[config.mk]
export PLATFORM = sky130hd
export DESIGN_NAME = ddfs_frequency_readback
export DESIGN_NICKNAME = d
export VERILOG_FILES = /design/src/rtl/ddfs_pkg.sv /design/src/rtl/bin2bcd_seq.sv /design/src/rtl/ddfs_frequency_readback.sv
export SDC_FILE = /design/constraint.sdc
export NUM_CORES = 1
export LEC_CHECK = 0
export ABC_AREA = 1
export ABC_CLOCK_PERIOD_IN_PS = 8500
export CAP_MARGIN = 10
export CORE_AREA = 10 10 226 228
export DETAILED_ROUTE_END_ITERATION = 6
export DIE_AREA = 0 0 236 238
export HOLD_SLACK_MARGIN = 0.12
export PLACE_DENSITY = 0.58
export RECOVER_POWER = 50
export SLEW_MARGIN = 30
export SYNTH_ARGS = -nofsm -noshare
export SYNTH_HDL_FRONTEND = slang
export SYNTH_SLANG_ARGS = --single-unit
[constraint.sdc]
create_clock -name clk -period 8.5 [get_ports clk]
set_clock_uncertainty 0.2 [all_clocks]
set_input_delay 1.7 -clock clk [delete_from_list [all_inputs] [get_ports clk]]
set_output_delay 1.7 -clock clk [all_outputs]
set_load 0.005 [all_outputs]
[src/rtl/ddfs_pkg.sv]
// ddfs_pkg
//   Shared definitions for the DDFS frequency read-back path (and the keypad
//   converter that produces the tuning word).
//   - DIV_TABLE : decade-divider values selected by freq_control (7 = invalid)
//   - state_t   : read-back FSM states
//   - LATENCY   : start-to-done latency in cycles at the default widths
//   - dd_adj    : double-dabble digit correction (+3 when digit >= 5)
package ddfs_pkg;

    localparam int DEF_NUM_W  = 40;
    localparam int DEF_FREQ_W = 27;
    localparam int LATENCY    = 2 + DEF_NUM_W + DEF_FREQ_W;

    // Entry 7 is the invalid selector; it reads as zero and is flagged as err.
    localparam logic [19:0] DIV_TABLE [8] = '{
        20'd2, 20'd10, 20'd100, 20'd1000,
        20'd10000, 20'd100000, 20'd1000000, 20'd0
    };

    typedef enum logic [2:0] {
        ST_IDLE,
        ST_LOAD,
        ST_DIV,
        ST_BCD,
        ST_DONE
    } state_t;

    function automatic logic [3:0] dd_adj(input logic [3:0] d);
        return (d >= 4'd5) ? d + 4'd3 : d;
    endfunction

endpackage

[src/rtl/bin2bcd_seq.sv]
// bin2bcd_seq
//   Sequential double-dabble converter: one input bit per cycle, W cycles per
//   conversion.
//   Ports:
//     clk, rst   clock, asynchronous active-high reset
//     i_load     capture i_bin and start converting
//     i_bin      binary value, W bits
//     o_busy     conversion in progress
//     o_done     one-cycle pulse; o_bcd valid from this cycle until next load
//     o_bcd      packed BCD, digit 0 in [3:0]
module bin2bcd_seq
    import ddfs_pkg::*;
#(
    parameter int W      = 27,
    parameter int DIGITS = 8
) (
    input  logic                  clk,
    input  logic                  rst,
    input  logic                  i_load,
    input  logic [W-1:0]          i_bin,
    output logic                  o_busy,
    output logic                  o_done,
    output logic [4*DIGITS-1:0]   o_bcd
);

    localparam int CNT_W = $clog2(W + 1);

    logic [W-1:0]        r_bin;
    logic [4*DIGITS-1:0] r_bcd;
    logic [CNT_W-1:0]    r_cnt;
    logic                r_busy;
    logic                r_done;

    // Corrected digits before the shift. The top bit of the most significant
    // digit would shift out of the register, so only its low 3 bits are kept.
    logic [4*DIGITS-2:0] w_adj;

    genvar gi;
    generate
        for (gi = 0; gi < DIGITS; gi++) begin : g_digit
            if (gi == DIGITS - 1) begin : g_top
                assign w_adj[4*gi +: 3] = 3'(dd_adj(r_bcd[4*gi +: 4]));
            end else begin : g_mid
                assign w_adj[4*gi +: 4] = dd_adj(r_bcd[4*gi +: 4]);
            end
        end
    endgenerate

    always_ff @(posedge clk or posedge rst) begin
        if (rst) begin
            r_bin  <= '0;
            r_bcd  <= '0;
            r_cnt  <= '0;
            r_busy <= 1'b0;
            r_done <= 1'b0;
        end else begin
            r_done <= 1'b0;
            if (i_load) begin
                r_bin  <= i_bin;
                r_bcd  <= '0;
                r_cnt  <= CNT_W'(W);
                r_busy <= 1'b1;
            end else if (r_busy) begin
                r_bcd <= {w_adj, r_bin[W-1]};
                r_bin <= r_bin << 1;
                r_cnt <= r_cnt - CNT_W'(1);
                if (r_cnt == CNT_W'(1)) begin
                    r_busy <= 1'b0;
                    r_done <= 1'b1;
                end
            end
        end
    end

    assign o_busy = r_busy;
    assign o_done = r_done;
    assign o_bcd  = r_bcd;

endmodule

[src/rtl/ddfs_frequency_readback.sv]
// ddfs_frequency_readback
//   Computes the frequency actually generated by the DDFS from the tuning
//   word, the decade-divider select and the mirror flags:
//     freq_hz = floor((((fw+1)*CLK_FREQ) << (mirror_x+mirror_y)) / (DIV << 10))
//   using a bit-serial restoring divider followed by a serial BCD conversion.
//   Ports:
//     clk, rst        clock, asynchronous active-high reset
//     start           request, sampled in IDLE only
//     fw              tuning word (7 bits)
//     freq_control    divider select 0..6, 7 is invalid
//     mirror_x/_y     mirror flags, each doubles the frequency
//     busy            high from the cycle after start is accepted until done
//     done            one-cycle pulse, results valid from this cycle
//     err             last request used freq_control == 7
//     freq_hz         result in Hz
//     freq_bcd        result in packed BCD, digit 0 in [3:0]
module ddfs_frequency_readback
    import ddfs_pkg::*;
#(
    parameter logic [63:0] CLK_FREQ = 64'd200000000,
    parameter int          NUM_W    = 40,
    parameter int          FREQ_W   = 27,
    parameter int          DIGITS   = 8
) (
    input  logic                  clk,
    input  logic                  rst,
    input  logic                  start,
    input  logic [6:0]            fw,
    input  logic [2:0]            freq_control,
    input  logic                  mirror_x,
    input  logic                  mirror_y,
    output logic                  busy,
    output logic                  done,
    output logic                  err,
    output logic [FREQ_W-1:0]     freq_hz,
    output logic [4*DIGITS-1:0]   freq_bcd
);

    localparam int CNT_W = $clog2(NUM_W + 1);

    state_t              r_state;
    state_t              w_state_next;

    logic [6:0]          r_fw;
    logic [2:0]          r_fc;
    logic [1:0]          r_m;

    logic [NUM_W-1:0]    r_num;
    logic [NUM_W-1:0]    r_den;
    logic [NUM_W-1:0]    r_rem;
    logic [FREQ_W-1:0]   r_quo;
    logic [CNT_W-1:0]    r_cnt;

    logic                r_busy;
    logic                r_done;
    logic                r_err;
    logic [FREQ_W-1:0]   r_freq_hz;
    logic [4*DIGITS-1:0] r_freq_bcd;

    logic [NUM_W:0]      w_rem_sh;
    logic [NUM_W:0]      w_sub;
    logic                w_ge;
    logic [FREQ_W-1:0]   w_quo_next;
    logic                w_bcd_load;
    logic                w_bcd_busy;
    logic                w_bcd_done;
    logic [4*DIGITS-1:0] w_bcd;

    // One restoring-division step: bring in the next numerator bit and keep
    // the difference when it does not borrow. The quotient register is only
    // FREQ_W wide, so higher quotient bits fall off the top.
    assign w_rem_sh   = {r_rem, r_num[NUM_W-1]};
    assign w_sub      = w_rem_sh - {1'b0, r_den};
    assign w_ge       = ~w_sub[NUM_W];
    assign w_quo_next = {r_quo[FREQ_W-2:0], w_ge};

    always_comb begin
        w_state_next = r_state;
        w_bcd_load   = 1'b0;
        case (r_state)
            ST_IDLE: if (start) w_state_next = ST_LOAD;
            ST_LOAD: w_state_next = ST_DIV;
            ST_DIV: begin
                if (r_cnt == '0) begin
                    // Hand the final quotient straight to the converter on the
                    // last divide edge so no cycle is lost between phases.
                    w_bcd_load   = 1'b1;
                    w_state_next = ST_BCD;
                end
            end
            ST_BCD:  if (w_bcd_done && !w_bcd_busy) w_state_next = ST_DONE;
            // Returning through IDLE means a held start is accepted one cycle
            // after DONE.
            ST_DONE: w_state_next = ST_IDLE;
            default: w_state_next = ST_IDLE;
        endcase
    end

    always_ff @(posedge clk or posedge rst) begin
        if (rst) begin
            r_state    <= ST_IDLE;
            r_fw       <= '0;
            r_fc       <= '0;
            r_m        <= '0;
            r_num      <= '0;
            r_den      <= '0;
            r_rem      <= '0;
            r_quo      <= '0;
            r_cnt      <= '0;
            r_busy     <= 1'b0;
            r_done     <= 1'b0;
            r_err      <= 1'b0;
            r_freq_hz  <= '0;
            r_freq_bcd <= '0;
        end else begin
            r_state <= w_state_next;
            r_done  <= 1'b0;
            case (r_state)
                ST_IDLE: begin
                    if (start) begin
                        r_fw   <= fw;
                        r_fc   <= freq_control;
                        r_m    <= {1'b0, mirror_x} + {1'b0, mirror_y};
                        r_busy <= 1'b1;
                    end
                end
                ST_LOAD: begin
                    r_num <= NUM_W'(((64'(r_fw) + 64'd1) * CLK_FREQ) << r_m);
                    r_den <= NUM_W'({DIV_TABLE[r_fc], 10'b0});
                    r_rem <= '0;
                    r_quo <= '0;
                    r_cnt <= CNT_W'(NUM_W - 1);
                end
                ST_DIV: begin
                    r_num <= r_num << 1;
                    r_rem <= w_ge ? w_sub[NUM_W-1:0] : w_rem_sh[NUM_W-1:0];
                    r_quo <= w_quo_next;
                    r_cnt <= r_cnt - CNT_W'(1);
                end
                ST_BCD: begin
                    if (w_state_next == ST_DONE) begin
                        // Invalid selector divides by zero; its result is
                        // forced to zero rather than reported.
                        r_busy     <= 1'b0;
                        r_done     <= 1'b1;
                        r_err      <= (r_fc == 3'd7);
                        r_freq_hz  <= (r_fc == 3'd7) ? '0 : r_quo;
                        r_freq_bcd <= (r_fc == 3'd7) ? '0 : w_bcd;
                    end
                end
                default: ;
            endcase
        end
    end

    bin2bcd_seq #(
        .W      (FREQ_W),
        .DIGITS (DIGITS)
    ) u_bcd (
        .clk    (clk),
        .rst    (rst),
        .i_load (w_bcd_load),
        .i_bin  (w_quo_next),
        .o_busy (w_bcd_busy),
        .o_done (w_bcd_done),
        .o_bcd  (w_bcd)
    );

    assign busy     = r_busy;
    assign done     = r_done;
    assign err      = r_err;
    assign freq_hz  = r_freq_hz;
    assign freq_bcd = r_freq_bcd;

endmodule

# --- Yosys cells after proc, flatten, opt, wreduce, memory -nomap -nowiden ---
# Memories as Yosys holds them, arrays and structs flattened. A register that Yosys moved wholly into a read port is not among the register bits.
# Cells that the tools add are included.
word_totals:
  wordCells: 100
  ram_bits: 0
  latchBits: 0
  rom_bits: 160
  mem_count: 1
  ff_bits: 256
  output_inout_bits: 62
memory_table:
  columns: ["memory", "depth", "width", "read_ports", "rd_clocked_by_memory_dff", "wr", "line", "text"]
  rows:
  - ["(name not given)", 8, 20, 1, 1, 0, "ddfs_frequency_readback.sv:129", "r_den <= NUM_W'({DIV_TABLE[r_fc], 10'b0});"]
classes:
  shift: 1
  add_sub_neg: 13
  n_mux: 38
  reduce_logical: 10
  eq_ne: 8
  multipliers: 1
  n_div: 0
  magnitude_cmp: 8
  bitwise_logic: 2
op_table:
  columns: ["operator", "count"]
  rows:
  - ["$pmux W40 S2", 2]
  - ["$mux W32", 3]
  - ["$mux W27", 3]
  - ["$pmux W27 S2", 1]
  - ["$sub A41 B30 Y41", 1]
  - ["$mux W40", 1]
  - ["$shl A36 B2 Y40", 1]
  - ["$ge A4 B3 Y1 const B", 8]
  - ["$add A4 B2 Y4 const B", 7]
  - ["$mux W4", 7]
  - ["$mul A8 B19 Y27 const B", 1]
  - ["$mux W1", 12]
  - ["$mux W3", 4]
  - ["$pmux W3 S4", 1]
  - ["$pmux W6 S2", 1]
  - ["$mux W5", 2]
  - ["$add A7 B1 Y8 const B", 1]
  - ["$eq A3 B2 Y1 const B", 2]
  - ["$eq A3 B3 Y1 const B", 2]
  - ["$logic_not A6 Y1", 1]
  - ["$reduce_bool A2 Y1", 3]
  - ["$sub A6 B1 Y6 const B", 1]
  - ["$eq A5 B1 Y1 const B", 1]
  - ["$sub A5 B1 Y5 const B", 1]
  - ["other kinds (12)", 14]

# --- Longest topological paths before layout ---
logic_depth:
  ltp_word: 7
  ltp_mapped: 28

# --- Modules after synthesis ---
# Synthesis repeated with hierarchy kept, for this count alone.
unflattened:
  hier_cells: 2130
  area_unflattened_um2: 16389.5
modules_own_cells:
  columns: ["mod", "n_inst", "cells_each", "area_each_um2"]
  rows:
  - ["ddfs_frequency_readback", 1, 1690, 12876.1]
  - ["bin2bcd_seq", 1, 440, 3513.4]

# --- Worst setup path after synthesis ---
# Ideal clock, no wire load.
synth_timing:
  path_kind: "register to register"
  from: "register r_fw[0]"
  to: "register r_num[28]"
  path_buffers: 1
  setup_slack_ps: 3069
  t_arrival_ps: 5112
  required_time_ps: 8180
  stages_incl_launch_ff: 26
  path_cell_list: "dfrtp_1 -> clkbuf_1 -> nand4_1 -> nor2_1 -> inv_1 -> nor3_1 -> inv_1 -> fa_1 -> inv_1 -> fa_1 -> inv_1 -> fa_1 -> fa_1 -> inv_1 -> ha_1 -> nand2_1 -> nor2_1 -> nand3_1 -> nand2_1 -> nand2_1 -> nand3_1 -> nand3_1 -> nand3_1 -> nand2_1 -> o21ai_0 -> inv_1"
synth_between:
  elab_chain_cells: 4
synth_rtl:
  columns: ["item", "line", "text"]
  rows:
  - ["from (decl)", "ddfs_frequency_readback.sv:44", "logic [6:0] r_fw;"]
  - ["from (signal assigned)", "ddfs_frequency_readback.sv:121", "r_fw <= fw;"]
  - ["$add A7 B1 Y8", "ddfs_frequency_readback.sv:128", "r_num <= NUM_W'(((64'(r_fw) + 64'd1) * CLK_FREQ) << r_m);"]
  - ["$mul A8 B19 Y27", "ddfs_frequency_readback.sv:128", null]
  - ["$shl A36 B2 Y40", "ddfs_frequency_readback.sv:128", null]
  - ["$pmux W40 S2", "ddfs_frequency_readback.sv:118", "case (r_state)"]
  - ["to (signal assigned)", "ddfs_frequency_readback.sv:128", null]
  - ["to (signal assigned)", "ddfs_frequency_readback.sv:135", "r_num <= r_num << 1;"]
  - ["to (decl)", "ddfs_frequency_readback.sv:48", "logic [NUM_W-1:0] r_num;"]
# No other way between the ends.
# A chain may end at the register's enable or synchronous reset.

# --- Worst setup path after layout ---
layout_timing:
  from: "register r_state[2]"
  to: "register r_num[20]"
layout_between:
  elab_chain_cells: 2
layout_rtl:
  columns: ["item", "line", "text"]
  rows:
  - ["from (decl)", "ddfs_frequency_readback.sv:41", "state_t r_state;"]
  - ["from (signal assigned)", "ddfs_frequency_readback.sv:116", "r_state <= w_state_next;"]
  - ["$eq A3 B2 Y1 / $eq A3 B1 Y1 (equally long branches)", "ddfs_frequency_readback.sv:118", null]
  - ["$pmux W40 S2 / $reduce_bool A2 Y1 (equally long branches)", null, null]
# Several ways; a longest one is shown, not always the timed one.

==> qor.yml <==
yosysMostFrequentCell: "nand2_1"
clk_pin_slew_worst_paths_ns: 0.06
fillers: 4785
yosys.area.top_type: "dfrtp_1"
post_cts_buffers: 0
peakVddDrop_v: 0.000133
ys_types: 45
yosysWarnings: 0
max_freq_mhz: 150
start_util: 0.348
cp_max_fo: 75
critPathLaunch: "r_state[2]$_DFF_PP0_"
post_cts_resized: 0
root_buffer: "clkbuf_16"
hold_viol: 0
insertion_delay_ns: 0.57
cts_buffer_depth: 3
num_rows: 79
first_global_vias: 13400
arrival_ns: 6.85
antenna_found_initial: 0
tns_ns: 0
grt_overflow: 0
p_leak_nw: 9.49
cts-buffers-inserted: 29
synth_commonest_cells: "nand2_1 (538), inv_1 (352), dfrtp_1 (260)"
cts_tree: "done"
hold_class: "register to register"
drt_pass1_iterations: 5
setup_viol: 0
diodes: 0
via_per_inst: 4.94
drt_iter0_drc: 1011
syn-num-nets: 2219
htreeDepth: 1
cpMaxStageDelayCell: "clkbuf_1"
crit_chain: "nor3_4 > clkbuf_1 > clkinv_1 > clkbuf_1 > nand2_1 > clkbuf_2 > o21ai_0 > a31oi_1 > a22oi_1"
fin_crit_ns: 6.65
synth-async-reset-ratio: 1.00
drc: 0
worstSetupStartpointType: "register"
stdcell_count: 2752
worstSetupPathType: "register to register"
ys_dominant_reg_cell: "dfrtp_1"
critPathMaxStageDelay_ns: 1.98
via_count: 13600
core_sq_mm: 0.0464
ant_nets: 0
min_to: "freq_bcd[26]$_DFFE_PP0P_"
grt_usage: 0.143
die_h_um: 238
multi_input_area_sq_mm: 0.00798
die_w_um: 236
final_core_util: 0.397
worst_pin_slew_ns: 3.36
io_pins: 77
fin_crit_sh: 0.783
cts_hold_buf: 0
crit_path_end_kind: "register"
synth_top_area_share: 0.403
place_inst: 2702
synth.avg_cell_area_sq_um: 7.79
netlist_area_sq_mm: 0.0161
pre_cts_slack_ns: 2.56
syn_inst: 2073
crit_buf_inv: 4
reg2reg_from: "r_state[2]$_DFF_PP0_"
cpLargestDelayFamily: "buffers and inverters"
r2r_cells: 9
nets: 2273
synth_area_leaders: "dfrtp_1 (40%), nand2_1 (13%), inv_1 (8.2%)"
detailed_place_hpwl_um: 29200
slew_violations: 497
wl_um: 40900
regToRegEndpoint: "r_num[20]$_DFFE_PP0P_"
portBuffers: 76
cellPowerDensity_mw_per_mm2: 136
layout_setup_ws_ns: 1.85
maxCapViolCount: 10
status: "complete, but fails checks"
min_from: "freq_bcd[26]$_DFFE_PP0P_"
grt_max_degree: 164
drive_gt1_frac: 0.0410
ys_seq_elements: 260
power_w: 0.00250
grt_pass1_wl_um: 68800
clock-sinks: 260
min_path_cells: 2
yosysSeqAreaShare: 0.403
dieArea_sq_mm: 0.0562
relSlewSlack: -1.24
area_delta_synth_final_pct: 13.9
worstPathRequired_ns: 8.70
wl_per_cell_um: 14.8
synth_edf_count: 0
crit_top_cell: "clkbuf_1"
rsz0062_at_grt: "false"
violations: "max-capacitance violations, max-slew violations"
cp.depth: 9
gp_congestion: 0.908
reg2reg_slack_ns: 1.85
register_area_sq_mm: 0.00651
-- per-stage QoR --
step	cell area, sq um	hold slack [ns]
2_1_floorplan	16200	0.252
6_report	18400	0.273
5_1_grt	18400	0.299
3_5_place_dp	17500	0.275
3_3_place_gp	17500	0.264
4_1_cts	18400	0.289
-- layout make-up --
type | count | share of cell area
Multi-Input combinational cell | 1381 | 0.434
Sequential cell | 260 | 0.354
Inverter | 366 | 0.0749
Timing Repair Buffer | 89 | 0.0460
Clock buffer | 43 | 0.0450
Tap cell | 607 | 0.0413
Clock inverter | 6 | 0.00483
-- worst max path at each step --
stage | endpoint | slack, ns
final | r_num[20]$_DFFE_PP0P_ | 1.85
after global routing | r_num[29]$_DFFE_PP0P_ | 1.22
after CTS | r_num[31]$_DFFE_PP0P_ | 2.52
after detailed placement | r_num[31]$_DFFE_PP0P_ | 2.56
after global placement | r_num[28]$_DFFE_PP0P_ | 2.73
after floorplan | r_num[28]$_DFFE_PP0P_ | 3.07
-- sequential cells by signal (all words and copies together) (netlist names) --
name,count
r_cnt,6
freq_bcd,32
done,1
r_fw,7
r_state,3
u_bcd.o_done,1
r_quo,27
u_bcd.r_bin,27
u_bcd.r_cnt,5
r_rem,40
r_fc,3
u_bcd.o_bcd,32
freq_hz,27
r_den,13
err,1
r_num,31
r_m,2
busy,1
u_bcd.o_busy,1
-- worst reg2reg max path: cells and delay by family (launching register included) --
kind / cells / cell delay [ns]
AOI/OAI and AO/OA: 3 / 0.66
buffers and inverters: 4 / 4.52
DFF: 1 / 0.43
and+or+nand+nor: 2 / 0.69
-- logic make-up (layout without fill, tap and decap cells) --
family                   after synthesis  count (layout)  synth area share
multiplexers                           5               5           0.00325
XOR/XNOR                              36              36            0.0195
adder cells (fa/ha/maj)              131             131             0.120
AND/OR/NAND/NOR                      868             868             0.230
AO/OA/AOI/OAI                        341             341             0.122
flip-flops                           260             260             0.403
buffers and inverters                432             504             0.103
-- where the power goes --
part            total, W  switching, W  internal (W)
logic          0.0000332     0.0000259    0.00000729
clock network    0.00123      0.000501      0.000727
registers        0.00124             0       0.00124
total            0.00250      0.000527       0.00197
-- cell usage in the layout (no fill, tap or decap), types with 3 or more instances in the layout --
master             n
o221ai_1          14
o21bai_1           4
clkbuf_16         29
xnor2_1           13
xor2_1            23
o21ai_1            3
clkdlybuf4s50_1   49
nand4_1           21
fa_1              39
nor2_2             3
inv_2              8
dlygate4sd3_1     27
mux2i_1            3
dfrtp_1          260
clkbuf_8           5
nand3_2            3
or2_2             12
a221oi_1           3
inv_1            354
nand3_1          167
a22oi_1           10
nand3b_1           8
clkbuf_1          17
nor3_1            17
nor2_1            83
o211ai_1          19
o21ai_0          137
a21oi_1           69
a31oi_1            6
o22ai_1           68
and2_1             4
ha_1              92
nand2_1          538
buf_4              3
nand2_2            6
-- routing by layer --
layer | routed length (um) | global-route usage | share of wire | vias to the layer above
li1 | - | - | - | 6787
met1 | 19500 | 0.191 | 0.48 | 6553
met2 | 19200 | 0.245 | 0.47 | 219
met3 | 1680 | 0.0192 | 0.041 | 34
met4 | 454 | 0.0268 | 0.011 | 0
met5 | 0 | 0 | 0 | -
No activity file was read; power rests on OpenSTA's default activity.
